<file path="src/rtl/wfm_packetizer_pkg.sv">
// Shared definitions for the waveform packetizer: markers, state encoding,
// word field positions, the output-stage payload and word builders.
package wfm_packetizer_pkg;

    localparam int unsigned WORD_W = 32;
    localparam int unsigned SAMP_W = 14;
    localparam int unsigned TIME_W = 40;
    localparam int unsigned EVT_W  = 24;
    localparam int unsigned CSUM_W = 16;
    localparam int unsigned CNT_W  = 16;

    localparam logic [7:0] HDR_MARK_DEF = 8'hA5;
    localparam logic [7:0] TRL_MARK_DEF = 8'h5A;
    localparam logic [7:0] H1_TAG       = 8'hB1;

    // Field positions inside the 32-bit stream words
    localparam int unsigned MARK_LSB  = 24;
    localparam int unsigned TRUNC_BIT = 23;
    localparam int unsigned CH2_LSB   = 16;
    localparam int unsigned CH1_LSB   = 0;

    typedef enum logic [2:0] {
        ST_IDLE = 3'd0,
        ST_H0   = 3'd1,
        ST_H1   = 3'd2,
        ST_H2   = 3'd3,
        ST_H3   = 3'd4,
        ST_SAMP = 3'd5,
        ST_TRL  = 3'd6
    } state_e;

    // Payload carried by the output register: framing flags plus data word
    typedef struct packed {
        logic              sop;
        logic              eop;
        logic [WORD_W-1:0] data;
    } st_word_t;

    // Sample pair word: {2'b00, ch2, 2'b00, ch1}
    function automatic logic [WORD_W-1:0] samp_word(input logic [SAMP_W-1:0] s1,
                                                    input logic [SAMP_W-1:0] s2);
        return {2'b00, s2, 2'b00, s1};
    endfunction

    // Trailer word: {marker, trunc, 7'b0, checksum}
    function automatic logic [WORD_W-1:0] trl_word(input logic [7:0]        mark,
                                                   input logic              trunc,
                                                   input logic [CSUM_W-1:0] csum);
        return {mark, trunc, 7'b0, csum};
    endfunction

endpackage

</file>
<file path="src/rtl/wfm_packetizer_st_out_reg.sv">
// st_out_reg: single valid/ready output register (data + sop/eop) that holds
// its word while stalled and reloads in the same cycle the sink accepts.
//   clk, rst_n   : clock, async active-low reset
//   push_i       : a new word is offered (taken only when can_load_c)
//   word_i       : offered payload
//   ready_i      : sink ready
//   valid_o      : registered word valid
//   word_o       : registered payload
//   can_load_c   : register is empty or being drained this cycle
module st_out_reg
    import wfm_packetizer_pkg::*;
(
    input  logic     clk,
    input  logic     rst_n,
    input  logic     push_i,
    input  st_word_t word_i,
    input  logic     ready_i,
    output logic     valid_o,
    output st_word_t word_o,
    output logic     can_load_c
);

    logic     valid_q, valid_d;
    st_word_t word_q, word_d;

    assign can_load_c = ~valid_q | ready_i;

    // Next-state: load on bypass slot, otherwise hold
    always_comb begin
        valid_d = valid_q;
        word_d  = word_q;
        if (can_load_c) begin
            valid_d = push_i;
            if (push_i) begin
                word_d = word_i;
            end
        end
    end

    always_ff @(posedge clk or negedge rst_n) begin
        if (!rst_n) begin
            valid_q <= 1'b0;
            word_q  <= '0;
        end else begin
            valid_q <= valid_d;
            word_q  <= word_d;
        end
    end

    assign valid_o = valid_q;
    assign word_o  = word_q;

endmodule

</file>
<file path="src/rtl/wfm_packetizer.sv">
// wfm_packetizer: on each accepted trigger, frames NSAMP paired ADC samples
// with a 4-word header and a checksum trailer on a 32-bit valid/ready stream.
//   clk, rst_n          : system clock, async active-low reset
//   enable, trig_start  : trigger arm and one-cycle trigger pulse
//   in_time             : 40-bit time, latched on accepted trigger
//   fifo{1,2}_q/_empty  : show-ahead sample FIFOs; fifo_rdreq pops both
//   out_*               : packet stream (sop on header 0, eop on trailer)
//   busy                : not idle
//   evt_cnt/drop_cnt/trunc_cnt : completed, dropped-trigger, truncated counts
module wfm_packetizer
    import wfm_packetizer_pkg::*;
#(
    parameter int unsigned NSAMP    = 1024,
    parameter int unsigned TIMEOUT  = 4096,
    parameter logic [7:0]  HDR_MARK = HDR_MARK_DEF,
    parameter logic [7:0]  TRL_MARK = TRL_MARK_DEF
) (
    input  logic              clk,
    input  logic              rst_n,
    input  logic              enable,
    input  logic              trig_start,
    input  logic [TIME_W-1:0] in_time,
    input  logic [SAMP_W-1:0] fifo1_q,
    input  logic              fifo1_empty,
    input  logic [SAMP_W-1:0] fifo2_q,
    input  logic              fifo2_empty,
    output logic              fifo_rdreq,
    output logic [WORD_W-1:0] out_data,
    output logic              out_valid,
    input  logic              out_ready,
    output logic              out_sop,
    output logic              out_eop,
    output logic              busy,
    output logic [EVT_W-1:0]  evt_cnt,
    output logic [CNT_W-1:0]  drop_cnt,
    output logic [CNT_W-1:0]  trunc_cnt
);

    localparam int unsigned SCNT_W = $clog2(NSAMP + 1);
    localparam int unsigned TCNT_W = (TIMEOUT > 2) ? $clog2(TIMEOUT) : 1;

    state_e              state_q, state_d;
    logic [EVT_W-1:0]    evt_num_q, evt_num_d;
    logic [EVT_W-1:0]    evt_cnt_q, evt_cnt_d;
    logic [CNT_W-1:0]    drop_cnt_q, drop_cnt_d;
    logic [CNT_W-1:0]    trunc_cnt_q, trunc_cnt_d;
    logic [TIME_W-1:0]   time_q, time_d;
    logic [SCNT_W-1:0]   scnt_q, scnt_d;
    logic [TCNT_W-1:0]   tcnt_q, tcnt_d;
    logic [CSUM_W-1:0]   csum_q, csum_d;
    logic                trunc_q, trunc_d;
    logic                trl_sent_q, trl_sent_d;
    logic                busy_q, busy_d;

    logic                trig_ok_c;
    logic                any_empty_c;
    logic                pop_c;
    logic                push_c;
    logic                can_load_c;
    logic                oreg_valid;
    st_word_t            push_word_c;
    st_word_t            oreg_word;

    assign trig_ok_c   = trig_start & enable;
    assign any_empty_c = fifo1_empty | fifo2_empty;

    // Pop only in SAMP, when both FIFOs have data and the output slot frees up
    assign pop_c = (state_q == ST_SAMP) & ~any_empty_c & can_load_c
                 & (scnt_q < SCNT_W'(NSAMP));

    // Next-state and word-offer logic
    always_comb begin
        state_d     = state_q;
        evt_num_d   = evt_num_q;
        evt_cnt_d   = evt_cnt_q;
        drop_cnt_d  = drop_cnt_q;
        trunc_cnt_d = trunc_cnt_q;
        time_d      = time_q;
        scnt_d      = scnt_q;
        tcnt_d      = tcnt_q;
        csum_d      = csum_q;
        trunc_d     = trunc_q;
        trl_sent_d  = trl_sent_q;
        push_c      = 1'b0;
        push_word_c = '0;

        // Any armed trigger outside IDLE is dropped, including the trailer-accept cycle
        if ((state_q != ST_IDLE) && trig_ok_c && (drop_cnt_q != '1)) begin
            drop_cnt_d = drop_cnt_q + 1'b1;
        end

        case (state_q)
            ST_IDLE: begin
                if (trig_ok_c) begin
                    time_d     = in_time;
                    scnt_d     = '0;
                    tcnt_d     = '0;
                    csum_d     = '0;
                    trunc_d    = 1'b0;
                    trl_sent_d = 1'b0;
                    state_d    = ST_H0;
                end
            end
            ST_H0: begin
                if (can_load_c) begin
                    push_c           = 1'b1;
                    push_word_c.sop  = 1'b1;
                    push_word_c.data = {HDR_MARK, evt_num_q};
                    state_d          = ST_H1;
                end
            end
            ST_H1: begin
                if (can_load_c) begin
                    push_c           = 1'b1;
                    push_word_c.data = {H1_TAG, 8'h00, 16'(NSAMP)};
                    state_d          = ST_H2;
                end
            end
            ST_H2: begin
                if (can_load_c) begin
                    push_c           = 1'b1;
                    push_word_c.data = {24'h0, time_q[TIME_W-1:32]};
                    state_d          = ST_H3;
                end
            end
            ST_H3: begin
                if (can_load_c) begin
                    push_c           = 1'b1;
                    push_word_c.data = time_q[31:0];
                    state_d          = ST_SAMP;
                end
            end
            ST_SAMP: begin
                if (pop_c) begin
                    push_c           = 1'b1;
                    push_word_c.data = samp_word(fifo1_q, fifo2_q);
                    csum_d           = csum_q + CSUM_W'(fifo1_q) + CSUM_W'(fifo2_q);
                    scnt_d           = scnt_q + 1'b1;
                    tcnt_d           = '0;
                    if (scnt_q == SCNT_W'(NSAMP - 1)) begin
                        state_d = ST_TRL;
                    end
                end else if (tcnt_q == TCNT_W'(TIMEOUT - 1)) begin
                    trunc_d = 1'b1;
                    state_d = ST_TRL;
                end else if (any_empty_c) begin
                    // Only starvation counts; pure backpressure stalls do not
                    tcnt_d = tcnt_q + 1'b1;
                end
            end
            ST_TRL: begin
                if (!trl_sent_q) begin
                    if (can_load_c) begin
                        push_c           = 1'b1;
                        push_word_c.eop  = 1'b1;
                        push_word_c.data = trl_word(TRL_MARK, trunc_q, csum_q);
                        trl_sent_d       = 1'b1;
                    end
                end else if (oreg_valid && out_ready) begin
                    // Trailer is the only word left in the register here
                    evt_num_d  = evt_num_q + 1'b1;
                    evt_cnt_d  = evt_cnt_q + 1'b1;
                    trl_sent_d = 1'b0;
                    if (trunc_q && (trunc_cnt_q != '1)) begin
                        trunc_cnt_d = trunc_cnt_q + 1'b1;
                    end
                    state_d = ST_IDLE;
                end
            end
            default: begin
                state_d = ST_IDLE;
            end
        endcase

        busy_d = (state_d != ST_IDLE);
    end

    always_ff @(posedge clk or negedge rst_n) begin
        if (!rst_n) begin
            state_q     <= ST_IDLE;
            evt_num_q   <= '0;
            evt_cnt_q   <= '0;
            drop_cnt_q  <= '0;
            trunc_cnt_q <= '0;
            time_q      <= '0;
            scnt_q      <= '0;
            tcnt_q      <= '0;
            csum_q      <= '0;
            trunc_q     <= 1'b0;
            trl_sent_q  <= 1'b0;
            busy_q      <= 1'b0;
        end else begin
            state_q     <= state_d;
            evt_num_q   <= evt_num_d;
            evt_cnt_q   <= evt_cnt_d;
            drop_cnt_q  <= drop_cnt_d;
            trunc_cnt_q <= trunc_cnt_d;
            time_q      <= time_d;
            scnt_q      <= scnt_d;
            tcnt_q      <= tcnt_d;
            csum_q      <= csum_d;
            trunc_q     <= trunc_d;
            trl_sent_q  <= trl_sent_d;
            busy_q      <= busy_d;
        end
    end

    st_out_reg u_out_reg (
        .clk        (clk),
        .rst_n      (rst_n),
        .push_i     (push_c),
        .word_i     (push_word_c),
        .ready_i    (out_ready),
        .valid_o    (oreg_valid),
        .word_o     (oreg_word),
        .can_load_c (can_load_c)
    );

    assign fifo_rdreq = pop_c;
    assign out_valid  = oreg_valid;
    assign out_data   = oreg_word.data;
    assign out_sop    = oreg_word.sop;
    assign out_eop    = oreg_word.eop;
    assign busy       = busy_q;
    assign evt_cnt    = evt_cnt_q;
    assign drop_cnt   = drop_cnt_q;
    assign trunc_cnt  = trunc_cnt_q;

endmodule

</file>
<file path="config.mk">
export PLATFORM = sky130hd
export DESIGN_NAME = wfm_packetizer
export DESIGN_NICKNAME = d
export VERILOG_FILES = /design/src/rtl/wfm_packetizer_pkg.sv /design/src/rtl/wfm_packetizer_st_out_reg.sv /design/src/rtl/wfm_packetizer.sv
export SDC_FILE = /design/constraint.sdc
export NUM_CORES = 1
export LEC_CHECK = 0
export BUFFER_PORTS_ARGS = -buffer_cell sky130_fd_sc_hd__buf_2
export CORE_MARGIN = 4
export CORE_UTILIZATION = 45
export CTS_CLUSTER_DIAMETER = 80
export DETAILED_ROUTE_END_ITERATION = 10
export GPL_ROUTABILITY_DRIVEN = 1
export GPL_TIMING_DRIVEN = 0
export MAX_ROUTING_LAYER = met4
export PLACE_DENSITY_LB_ADDON = 0.2
export SETUP_SLACK_MARGIN = 0.3
export SKIP_LAST_GASP = 1
export SLEW_MARGIN = 30
export SYNTH_ARGS = -nofsm -noshare
export SYNTH_HDL_FRONTEND = slang
export SYNTH_SLANG_ARGS = --single-unit
</file>
<file path="constraint.sdc">
create_clock -name clk -period 3 [get_ports clk]
set_clock_uncertainty 0.1 [all_clocks]
set_input_delay 0.3 -clock clk [delete_from_list [all_inputs] [get_ports clk]]
set_output_delay 0.3 -clock clk [all_outputs]
set_load 0.005 [all_outputs]
</file>
==> results.cfg <==
[sta]
layout_setup_ws_ns = 0.2389
holdWs_ns = 0.03013
slew_viol_final = 0
rsz0062_at_grt = true
min_period_ns = 2.761
finalCritPeriodShare_pct = 92.04
max_freq_mhz = 362.2
hold_viol = 0
final-setup-viol-count = 0
worstMarginPinSlew_ns = 0.6772
slew_headroom_pct = 54.37

[clocking]
clock_latency_ns = 0.44
numCtsBuffers = 17
cts_tree = done
clk_pin_slew_ns = 0.07
ctsRootBufferMaster = clkbuf_16
clk_path_buf_depth = 2
cts.htree.levels = 4
clock_sinks = 200

[yosys]
synth_edf_count = 0
ys_seq_elements = 200
async_flop_share_pct = 100.0
netlist_instances = 1023
ys_seq_area_share_pct = 49.36
syn-num-nets = 1133
synth.area.top_cells = dfrtp_1, nand2_1, xnor2_1, fa_1, nor2_1
ys.warnings.count = 0
avgSynthCellArea_sq_um = 9.911
syn_area_sq_um = 10140
synth_cell_types = 68
synth_largest_area_cell = dfrtp_1
yosys.area.top_type_share_pct = 49.36
synth_flop_cell = dfrtp_1

[global_routing]
globalRouteMet3Util_pct = 3.964
grt_pass1_vias = 8345
grt_pass1_wl_mm = 44.79
grt-busiest-layer = met2
grt.total_usage_pct = 23.87
antenna_found_initial = 0
gr-total-overflow = 0
use_met1_pct = 32.56
grt_max_degree = 72
grt_util_met2_pct = 35.88

[floorplanning]
io_pins = 168
core.rowCount = 54
start_util_pct = 46.03
die_x_um = 158.1
fp.dieH_um = 158.1
dieArea_sq_um = 25000
coreArea_sq_um = 22030

[worst_setup_path]
worstPathArrival_ns = 2.95
critPathLaunchType = flip-flop
worstSetupPathType = reg2reg
cp-end-kind = flip-flop
required_ns = 3.19
path_max_fanout = 3
reg2reg_depth = 9

[layout]
num-nets-final = 1363
area_delta_synth_final_pct = 22.54
nFillCells = 2027
antenna_cells = 0
layout-drive-gt1-share_pct = 22.04
fin_area_sq_um = 12420
layout_common_cells = nand2_1, dfrtp_1, buf_2
layout_commonest_cell = nand2_1

[power]
power.density_nw_per_um2 = 790.1
power.leakage_nw = 6.083
vdd_drop_max_uv = 410.3

[run]
cap_viol_max_count = 0

[route]
routed_wl_mm = 28.21
wl_per_cell_um = 18.25
viasPerCell = 5.435
drc = 0
vias = 8403
ant_nets = 0
drt_iter0_drc = 739
drt_first_pass_iters = 6

[place]
pre_cts_ws_ns = -0.009404
gp_congestion = 0.9341
place_hpwl_mm = 20.90
portBuffers = 167
placed_cell_area_sq_um = 11400

[outcome]
status = finished, final reports clean

[min_path]
hold_path_class = in2reg
hold-path-cell-count = 3
-- metal layers --
metal | part of all wire [%] | routed length, um | vias up
met5 | 0 | 0 | -
met4 | 3.5 | 975 | 0
met3 | 6.2 | 1736 | 58
met2 | 46 | 13000 | 264
met1 | 44 | 12500 | 4051
li1 | - | - | 4030
-- stage by stage --
| step | utilization (%) | TNS [ns] | total power, mW | cells |
|---|---|---|---|---|
| after global routing | 56.40 | 0 | 10.49 | 1546 |
| after global placement | 51.45 | -377.59 | 7.342 | 1470 |
| final | 56.40 | 0 | 9.815 | 1546 |
| after CTS | 56.40 | 0 | 9.850 | 1546 |
| after floorplan | - | 0 | 6.136 | 1023 |
| after detailed placement | 51.74 | -0.009404 | 7.411 | 1472 |
-- final cells by class --
type,instances,area (sq um),share of cell area [%]
flip-flops and latches,200,5005,40.29
multi-input cells,767,4897,39.42
inverters,12,45.04,0.3626
clock buffers,18,429.2,3.455
repair buffers,211,1316,10.60
clock inverters,14,152.6,1.229
well taps,280,350.3,2.820
plain buffers,44,227.7,1.833
-- flip-flops by register name, indices dropped and copies added (netlist names), 3 cells and up --
register          cells
csum_q               16
drop_cnt             16
evt_cnt              24
evt_num_q            24
scnt_q               11
state_q               3
tcnt_q               12
time_q               40
trunc_cnt            16
u_out_reg.word_o     34
-- worst max-delay path, cell delays in order (launching register included) --
cell,delay [ns]
dfrtp_1,0.40
fa_1,0.44
ha_2,0.22
fa_2,0.39
a211oi_2,0.21
o21bai_2,0.13
a2111oi_4,0.38
o31ai_2,0.12
xnor2_1,0.15
o21ai_1,0.09
-- logic make-up (layout without fill, tap and decap cells) --
kind of cell    Yosys count  after routing  share of synthesized area (%)
simple gates            453            453                          21.57
buf+inv                  56            299                          2.690
compound gates          172            172                          11.42
fa+ha+maj                35             35                          5.430
flops                   200            200                          49.36
mux                      17             17                          1.752
xor+xnor                 90             90                          7.775
-- what timing repair did --
action,4_1_cts,5_1_grt
buffers inserted,2,0
setup endpoints to repair,5,5
pin swaps,5,2
hold buffers,40,0
gates resized for setup,5,1
endpoints found under the hold margin,97,0
-- power by group --
part	leakage [nW]	switching, mW	total [mW]	internal [mW]
sequential	2.64	0.498	3.87	3.37
clock	0.289	1.14	2.32	1.19
combinational	3.16	2.12	3.62	1.50
total	6.08	3.76	9.81	6.06
-- synth_stat cells (all sizes together), types with 6 or more instances --
cell and number:
a21o 6, nor2 88, mux2 6, inv 12
nor3 14, ha 20, a221oi 12, a222oi 15
and3 26, a21oi 56, nand3 52, xnor2 59
dfrtp 200, xor2 31, nor2b 7, a31oi 11
and4 7, clkbuf 21, o21ai 45, nand4 23
fa 15, mux2i 11, buf 23, nand2 204
-- worst paths after layout --
| check | start | endpoint | slack, ns |
|---|---|---|---|
| worst max-delay path | csum_q[1] | csum_q[11] | 0.24 |
| max in group asynchronous | rst_n | u_out_reg.word_o[23] | 1.78 |
| min in group asynchronous | rst_n | evt_cnt[12] | 0.28 |
| worst min register to register | evt_cnt[23] | evt_cnt[23] | 0.37 |
| worst min-delay path | in_time[39] | time_q[39] | 0.03 |
| worst max register to register | csum_q[1] | csum_q[11] | 0.24 |
No activity file was read; power rests on OpenSTA's default activity.
